==> config.mk <==
export PLATFORM = sky130hd
export DESIGN_NAME = axi_lite_regbank
export DESIGN_NICKNAME = d
export VERILOG_FILES = /design/src/rtl/axi_lite_regbank.sv
export SDC_FILE = /design/constraint.sdc
export NUM_CORES = 2
export LEC_CHECK = 0
export BUFFER_PORTS_ARGS = -buffer_cell sky130_fd_sc_hd__buf_4
export CAP_MARGIN = 20
export CELL_PAD_IN_SITES_DETAIL_PLACEMENT = 0
export CELL_PAD_IN_SITES_GLOBAL_PLACEMENT = 2
export CORE_MARGIN = 5
export CORE_UTILIZATION = 47
export DETAILED_ROUTE_END_ITERATION = 8
export GPL_TIMING_DRIVEN = 0
export MAX_ROUTING_LAYER = met4
export PLACE_DENSITY = 0.95
export SYNTH_ARGS = -nofsm -noshare
export SYNTH_HDL_FRONTEND = slang
export SYNTH_SLANG_ARGS = --single-unit
==> constraint.sdc <==
create_clock -name clk -period 38 [get_ports clk]
set_input_delay 1.9 -clock clk [delete_from_list [all_inputs] [get_ports clk]]
set_output_delay 1.9 -clock clk [all_outputs]
set_load 0.02 [all_outputs]
==> src/rtl/axi_lite_regbank.sv <==
// AXI4-Lite slave register bank: ID, write counter, control, status and twelve scratch words.
// Independent AW/W capture, single outstanding write response, 1-cycle registered read.
module axi_lite_regbank #(
    parameter logic [31:0] ID_VALUE = 32'h5349_0001
) (
    input  logic        clk,
    input  logic        rst,
    input  logic [31:0] s_axi_awaddr,
    input  logic [2:0]  s_axi_awprot,
    input  logic        s_axi_awvalid,
    output logic        s_axi_awready,
    input  logic [31:0] s_axi_wdata,
    input  logic [3:0]  s_axi_wstrb,
    input  logic        s_axi_wvalid,
    output logic        s_axi_wready,
    output logic [1:0]  s_axi_bresp,
    output logic        s_axi_bvalid,
    input  logic        s_axi_bready,
    input  logic [31:0] s_axi_araddr,
    input  logic [2:0]  s_axi_arprot,
    input  logic        s_axi_arvalid,
    output logic        s_axi_arready,
    output logic [31:0] s_axi_rdata,
    output logic [1:0]  s_axi_rresp,
    output logic        s_axi_rvalid,
    input  logic        s_axi_rready,
    output logic [31:0] ctrl_out,
    input  logic [31:0] status_in
);
    localparam logic [1:0] RESP_OKAY   = 2'b00;
    localparam logic [1:0] RESP_SLVERR = 2'b10;

    logic        aw_held_q, aw_held_d;
    logic [31:0] aw_addr_q, aw_addr_d;
    logic        w_held_q, w_held_d;
    logic [31:0] w_data_q, w_data_d;
    logic [3:0]  w_strb_q, w_strb_d;
    logic        bvalid_q, bvalid_d;
    logic [1:0]  bresp_q, bresp_d;
    logic        rvalid_q, rvalid_d;
    logic [1:0]  rresp_q, rresp_d;
    logic [31:0] rdata_q, rdata_d;
    logic [31:0] wcnt_q, wcnt_d;
    logic [31:0] regs_q [16];
    logic [31:0] regs_d [16];

    logic        aw_hs, w_hs, ar_hs, commit, wr_ok;
    logic [31:0] wr_addr, wr_data;
    logic [3:0]  wr_strb, wr_idx, rd_idx;
    logic        unused_ok;

    assign s_axi_awready = ~rst & ~aw_held_q & ~bvalid_q;
    assign s_axi_wready  = ~rst & ~w_held_q & ~bvalid_q;
    assign s_axi_arready = ~rst & ~rvalid_q;
    assign s_axi_bvalid  = bvalid_q;
    assign s_axi_bresp   = bresp_q;
    assign s_axi_rvalid  = rvalid_q;
    assign s_axi_rresp   = rresp_q;
    assign s_axi_rdata   = rdata_q;
    assign ctrl_out      = regs_q[2];

    assign aw_hs = s_axi_awvalid & s_axi_awready;
    assign w_hs  = s_axi_wvalid & s_axi_wready;
    assign ar_hs = s_axi_arvalid & s_axi_arready;

    // A beat accepted this cycle counts as held, so AW and W together commit at once.
    assign wr_addr = aw_held_q ? aw_addr_q : s_axi_awaddr;
    assign wr_data = w_held_q ? w_data_q : s_axi_wdata;
    assign wr_strb = w_held_q ? w_strb_q : s_axi_wstrb;
    assign commit  = (aw_held_q | aw_hs) & (w_held_q | w_hs) & ~bvalid_q;
    assign wr_idx  = wr_addr[5:2];
    assign wr_ok   = (wr_addr[31:6] == '0) && ((wr_idx == 4'd2) || (wr_idx >= 4'd4));
    assign rd_idx  = s_axi_araddr[5:2];

    assign unused_ok = ^{s_axi_awprot, s_axi_arprot, wr_addr[1:0], s_axi_araddr[1:0]};

    always_comb begin
        aw_held_d = aw_held_q;
        aw_addr_d = aw_addr_q;
        w_held_d  = w_held_q;
        w_data_d  = w_data_q;
        w_strb_d  = w_strb_q;
        bvalid_d  = bvalid_q;
        bresp_d   = bresp_q;
        wcnt_d    = wcnt_q;
        regs_d    = regs_q;
        rvalid_d  = rvalid_q;
        rresp_d   = rresp_q;
        rdata_d   = rdata_q;

        if (aw_hs) begin
            aw_held_d = 1'b1;
            aw_addr_d = s_axi_awaddr;
        end
        if (w_hs) begin
            w_held_d = 1'b1;
            w_data_d = s_axi_wdata;
            w_strb_d = s_axi_wstrb;
        end

        if (commit) begin
            aw_held_d = 1'b0;
            w_held_d  = 1'b0;
            bvalid_d  = 1'b1;
            bresp_d   = wr_ok ? RESP_OKAY : RESP_SLVERR;
            if (wr_ok) begin
                wcnt_d = wcnt_q + 32'd1;
                for (int unsigned b = 0; b < 4; b++) begin
                    if (wr_strb[b]) begin
                        regs_d[wr_idx][8*b +: 8] = wr_data[8*b +: 8];
                    end
                end
            end
        end else if (bvalid_q && s_axi_bready) begin
            bvalid_d = 1'b0;
        end

        // Reads use current register values, so a same-cycle commit is not visible yet.
        if (ar_hs) begin
            rvalid_d = 1'b1;
            if (s_axi_araddr[31:6] != '0) begin
                rdata_d = '0;
                rresp_d = RESP_SLVERR;
            end else begin
                rresp_d = RESP_OKAY;
                case (rd_idx)
                    4'd0:    rdata_d = ID_VALUE;
                    4'd1:    rdata_d = wcnt_q;
                    4'd3:    rdata_d = status_in;
                    default: rdata_d = regs_q[rd_idx];
                endcase
            end
        end else if (rvalid_q && s_axi_rready) begin
            rvalid_d = 1'b0;
        end
    end

    always_ff @(posedge clk or posedge rst) begin
        if (rst) begin
            aw_held_q <= 1'b0;
            aw_addr_q <= '0;
            w_held_q  <= 1'b0;
            w_data_q  <= '0;
            w_strb_q  <= '0;
            bvalid_q  <= 1'b0;
            bresp_q   <= RESP_OKAY;
            wcnt_q    <= '0;
            rvalid_q  <= 1'b0;
            rresp_q   <= RESP_OKAY;
            rdata_q   <= '0;
            for (int unsigned i = 0; i < 16; i++) begin
                regs_q[i] <= '0;
            end
        end else begin
            aw_held_q <= aw_held_d;
            aw_addr_q <= aw_addr_d;
            w_held_q  <= w_held_d;
            w_data_q  <= w_data_d;
            w_strb_q  <= w_strb_d;
            bvalid_q  <= bvalid_d;
            bresp_q   <= bresp_d;
            wcnt_q    <= wcnt_d;
            rvalid_q  <= rvalid_d;
            rresp_q   <= rresp_d;
            rdata_q   <= rdata_d;
            regs_q    <= regs_d;
        end
    end
endmodule

==> results_dict.tcl <==
set metrics [dict create \
    finalCriticalPeriod_ns 4.49 \
    antenna_violations_before_repair 3 \
    drt-total-wl_um 72000 \
    worst_hold_slack_ns 0.477 \
    delay_of_the_slowest_cell_on_the_worst_path_ns 0.89 \
    synth_enable_flop_cells 0 \
    final_layout_size_suffix_gt1_frac 0.474 \
    fin_worst_skew_ns 0.0119 \
    synth_seq_area_share 0.518 \
    max_frequency_mhz 223 \
    hold_viol 0 \
    groute.usage.overall 0.242 \
    power-per-cell-area_mw_per_mm2 47.8 \
    vias_per_cell 5.76 \
    p_int_uw 1090 \
    setup.worst_path.start_class "input port" \
    n_fill_cell 4519 \
    dominantRegCellSynth "sky130_fd_sc_hd__dfrtp_1" \
    hpwlAfterDp_um 50500 \
    holdCritPathClass "reg2reg" \
    largest_net_degree_at_the_start_of_global_routing 139 \
    unrepaired_setup_endpoints_after_global_routing "no" \
    power.switching_fraction 0.274 \
    yosysWarningCount 0 \
    share_comb_of_total_power 0.165 \
    relSlewSlack 0.236 \
    yosys_register_bits 552 \
    drt_first_iter_violations 1162 \
    critical_path_required_ns 38.55 \
    die-area_mm2 0.0616 \
    critPathTopFamily "buffers and inverters" \
    syn_inst 1752 \
    static-leakage-power_uw 0.0156 \
    cts.hold.buffers_added 0 \
    dieWidth_um 248 \
    max-clock-path-buffers 3 \
    timing.critical_path.arrival_ns 5.04 \
    die_h_um 248 \
    synth_top_area_frac 0.518 \
    final_net_count 2169 \
    drv_slew 0 \
    worst_r2r_path_depth 7 \
    avgSynthCellArea_um2 15.2 \
    timing.critical_path.cells "clkbuf_1 -> buf_2 -> buf_1 -> mux4_2 -> mux2i_1 -> a2111oi_0 -> a21o_1" \
    end_kind "flip-flop" \
    synth_cell_types 55 \
    syn-cell-area_mm2 0.0266 \
    core_area_mm2 0.0563 \
    area_growth_synth_to_finish_pct 17.6 \
    crit_fanout 10 \
    sequentialPowerShare 0.433 \
    io_pins 218 \
    floorplan.rows 87 \
    r2r-end "s_axi_rdata[1]" \
    drt-wirelength-per-cell_um 25.5 \
    crit_slowest_cell "sky130_fd_sc_hd__a2111oi_0" \
    tritoncts "built" \
    p_sw_uw 410 \
    grt_first_pass_wirelength_um 109000 \
    path_depth 7 \
    post_cts_resized 0 \
    final_cell_mix "sky130_fd_sc_hd__dfrtp_1, sky130_fd_sc_hd__mux2_2, sky130_fd_sc_hd__buf_4" \
    via_count_of_the_first_global_routing_pass 17600 \
    layout_commonest_cell "sky130_fd_sc_hd__dfrtp_1" \
    vdd.ir_drop.worst_mv 0.0360 \
    timing.max_cap.violations 0 \
    synth_largest_area_cell "sky130_fd_sc_hd__dfrtp_1" \
    first_pass_iters 5 \
    overflow 0 \
    timing.critical_path.buf_inv 3 \
    gp_routability_congestion 0.872 \
    setup-tns-final_ns 0 \
    cts.sinks 552 \
    num_vias 16300 \
    async_reset_ff_frac 1.00 \
    cts-buffers-inserted 58 \
    setup_violations 0 \
    ctsRootBufferMaster "sky130_fd_sc_hd__clkbuf_16" \
    h-tree-depth 2 \
    netlist_top_cells_area "sky130_fd_sc_hd__dfrtp_1, sky130_fd_sc_hd__mux2_2, sky130_fd_sc_hd__mux2_4, sky130_fd_sc_hd__mux4_2, sky130_fd_sc_hd__mux2_1" \
    setup.worst_path.start "s_axi_araddr[3]" \
    detail-route-antenna-nets 0 \
    clk_latency_ns 0.62 \
    drc_errors 0 \
    tightestPinTransition_ns 1.15 \
    status "completed" \
    pwr-share-clk 0.402 \
    portBuffers 202 \
    reg2reg_setup_slack_ns 34.78 \
    critical_path.endpoint "s_axi_rdata[1]" \
    cts_post_setup_buffers_inserted 0 \
    post-route-period-util 0.118 \
    initial_standard_cell_utilization_of_the_core 0.474 \
    clk_transition_reported_paths_ns 0.06 \
    final_util 0.557 \
    timing.rr.start "s_axi_rvalid" \
    criticalPathCategory "in2reg" \
]
[metal layers]
metal  wire (µm)  up-vias  GRT usage  share of wire
met5           0        -          -              0
met4        2610        0     0.0854          0.036
met3        4320      140     0.0446          0.060
met2       34300      469      0.378           0.48
met1       30800     8635      0.322           0.43
li1            -     7035          -              -
[kinds of logic after synthesis]
| logic type | count (synthesis) | share of synthesized area |
|---|---|---|
| mux | 675 | 0.350 |
| other cells | 1 | 0.000141 |
| compound gates | 107 | 0.0323 |
| xor+xnor | 31 | 0.0102 |
| simple gates | 230 | 0.0582 |
| buf+inv | 155 | 0.0301 |
| flops | 552 | 0.518 |
| fa+ha+maj | 1 | 0.000469 |
[power groups by stage]
stage / combinational, µW / clock [µW] / sequential [µW]
after global placement: 236 / 0 / 658
final: 247 / 601 / 649
after CTS: 248 / 611 / 649
after floorplan: 166 / 0 / 654
after detailed placement: 247 / 0 / 659
after global routing: 267 / 635 / 653
[cell usage after synthesis, drive strengths merged, types with 3 or more instances]
cell / number
xnor2: 24
a21o: 24
nor4b: 3
nand2: 65
buf: 81
dfrtp: 552
nor3: 14
a21oi: 12
nand3: 15
xor2: 7
and2: 4
nor2: 63
nor4: 17
and3: 11
mux2i: 35
nand4: 20
and4: 3
o21ai: 6
clkbuf: 63
a221oi: 24
nor2b: 3
mux4: 105
nand2b: 5
nand3b: 4
a22o: 11
mux2: 535
inv: 11
a2111oi: 23
[registers in the layout, summed over array words and instances, names as in the netlist]
register and flops:
s_axi_rdata 32, aw_held_q 1, s_axi_rresp 1, s_axi_bresp 1
wcnt_q 32, aw_addr_q 30, s_axi_bvalid 1, w_held_q 1
w_data_q 32, w_strb_q 4, s_axi_rvalid 1, ctrl_out 32
regs_q 384
[cell type report]
class                      count  area [µm²]  share of cell area
clock inverter                13         193             0.00615
timing repair buffer         210        1680              0.0537
clock buffer                  92        1840              0.0588
multi-input combinational   1046       12000               0.384
inverter                      11        48.8             0.00156
tap                          756         946              0.0302
sequential                   552       13800               0.441
buffer                       144         762              0.0243
antenna                        3        7.51            0.000240
[through the flow]
stage	cells	total power (µW)	area (µm²)	worst slack [ns]
2_1_floorplan	1753	820	26700	20.67
3_3_place_gp	2711	894	29100	15.36
3_5_place_dp	2718	907	29300	32.85
4_1_cts	2823	1510	31300	33.50
5_1_grt	2826	1560	31300	33.43
6_report	2827	1500	31300	33.51
[worst min-delay path by stage]
stage	from	end	slack [ns]	depth (start not counted)
detailed placement	wcnt_q[31]	wcnt_q[31]	0.46	1
global placement	wcnt_q[31]	wcnt_q[31]	0.46	1
floorplan	wcnt_q[31]	wcnt_q[31]	0.44	1
CTS	s_axi_rdata[6]	s_axi_rdata[6]	0.48	1
global route	s_axi_rdata[4]	s_axi_rdata[4]	0.50	1
finish	s_axi_rdata[4]	s_axi_rdata[4]	0.48	1
Power figures use the tool's default switching activity.
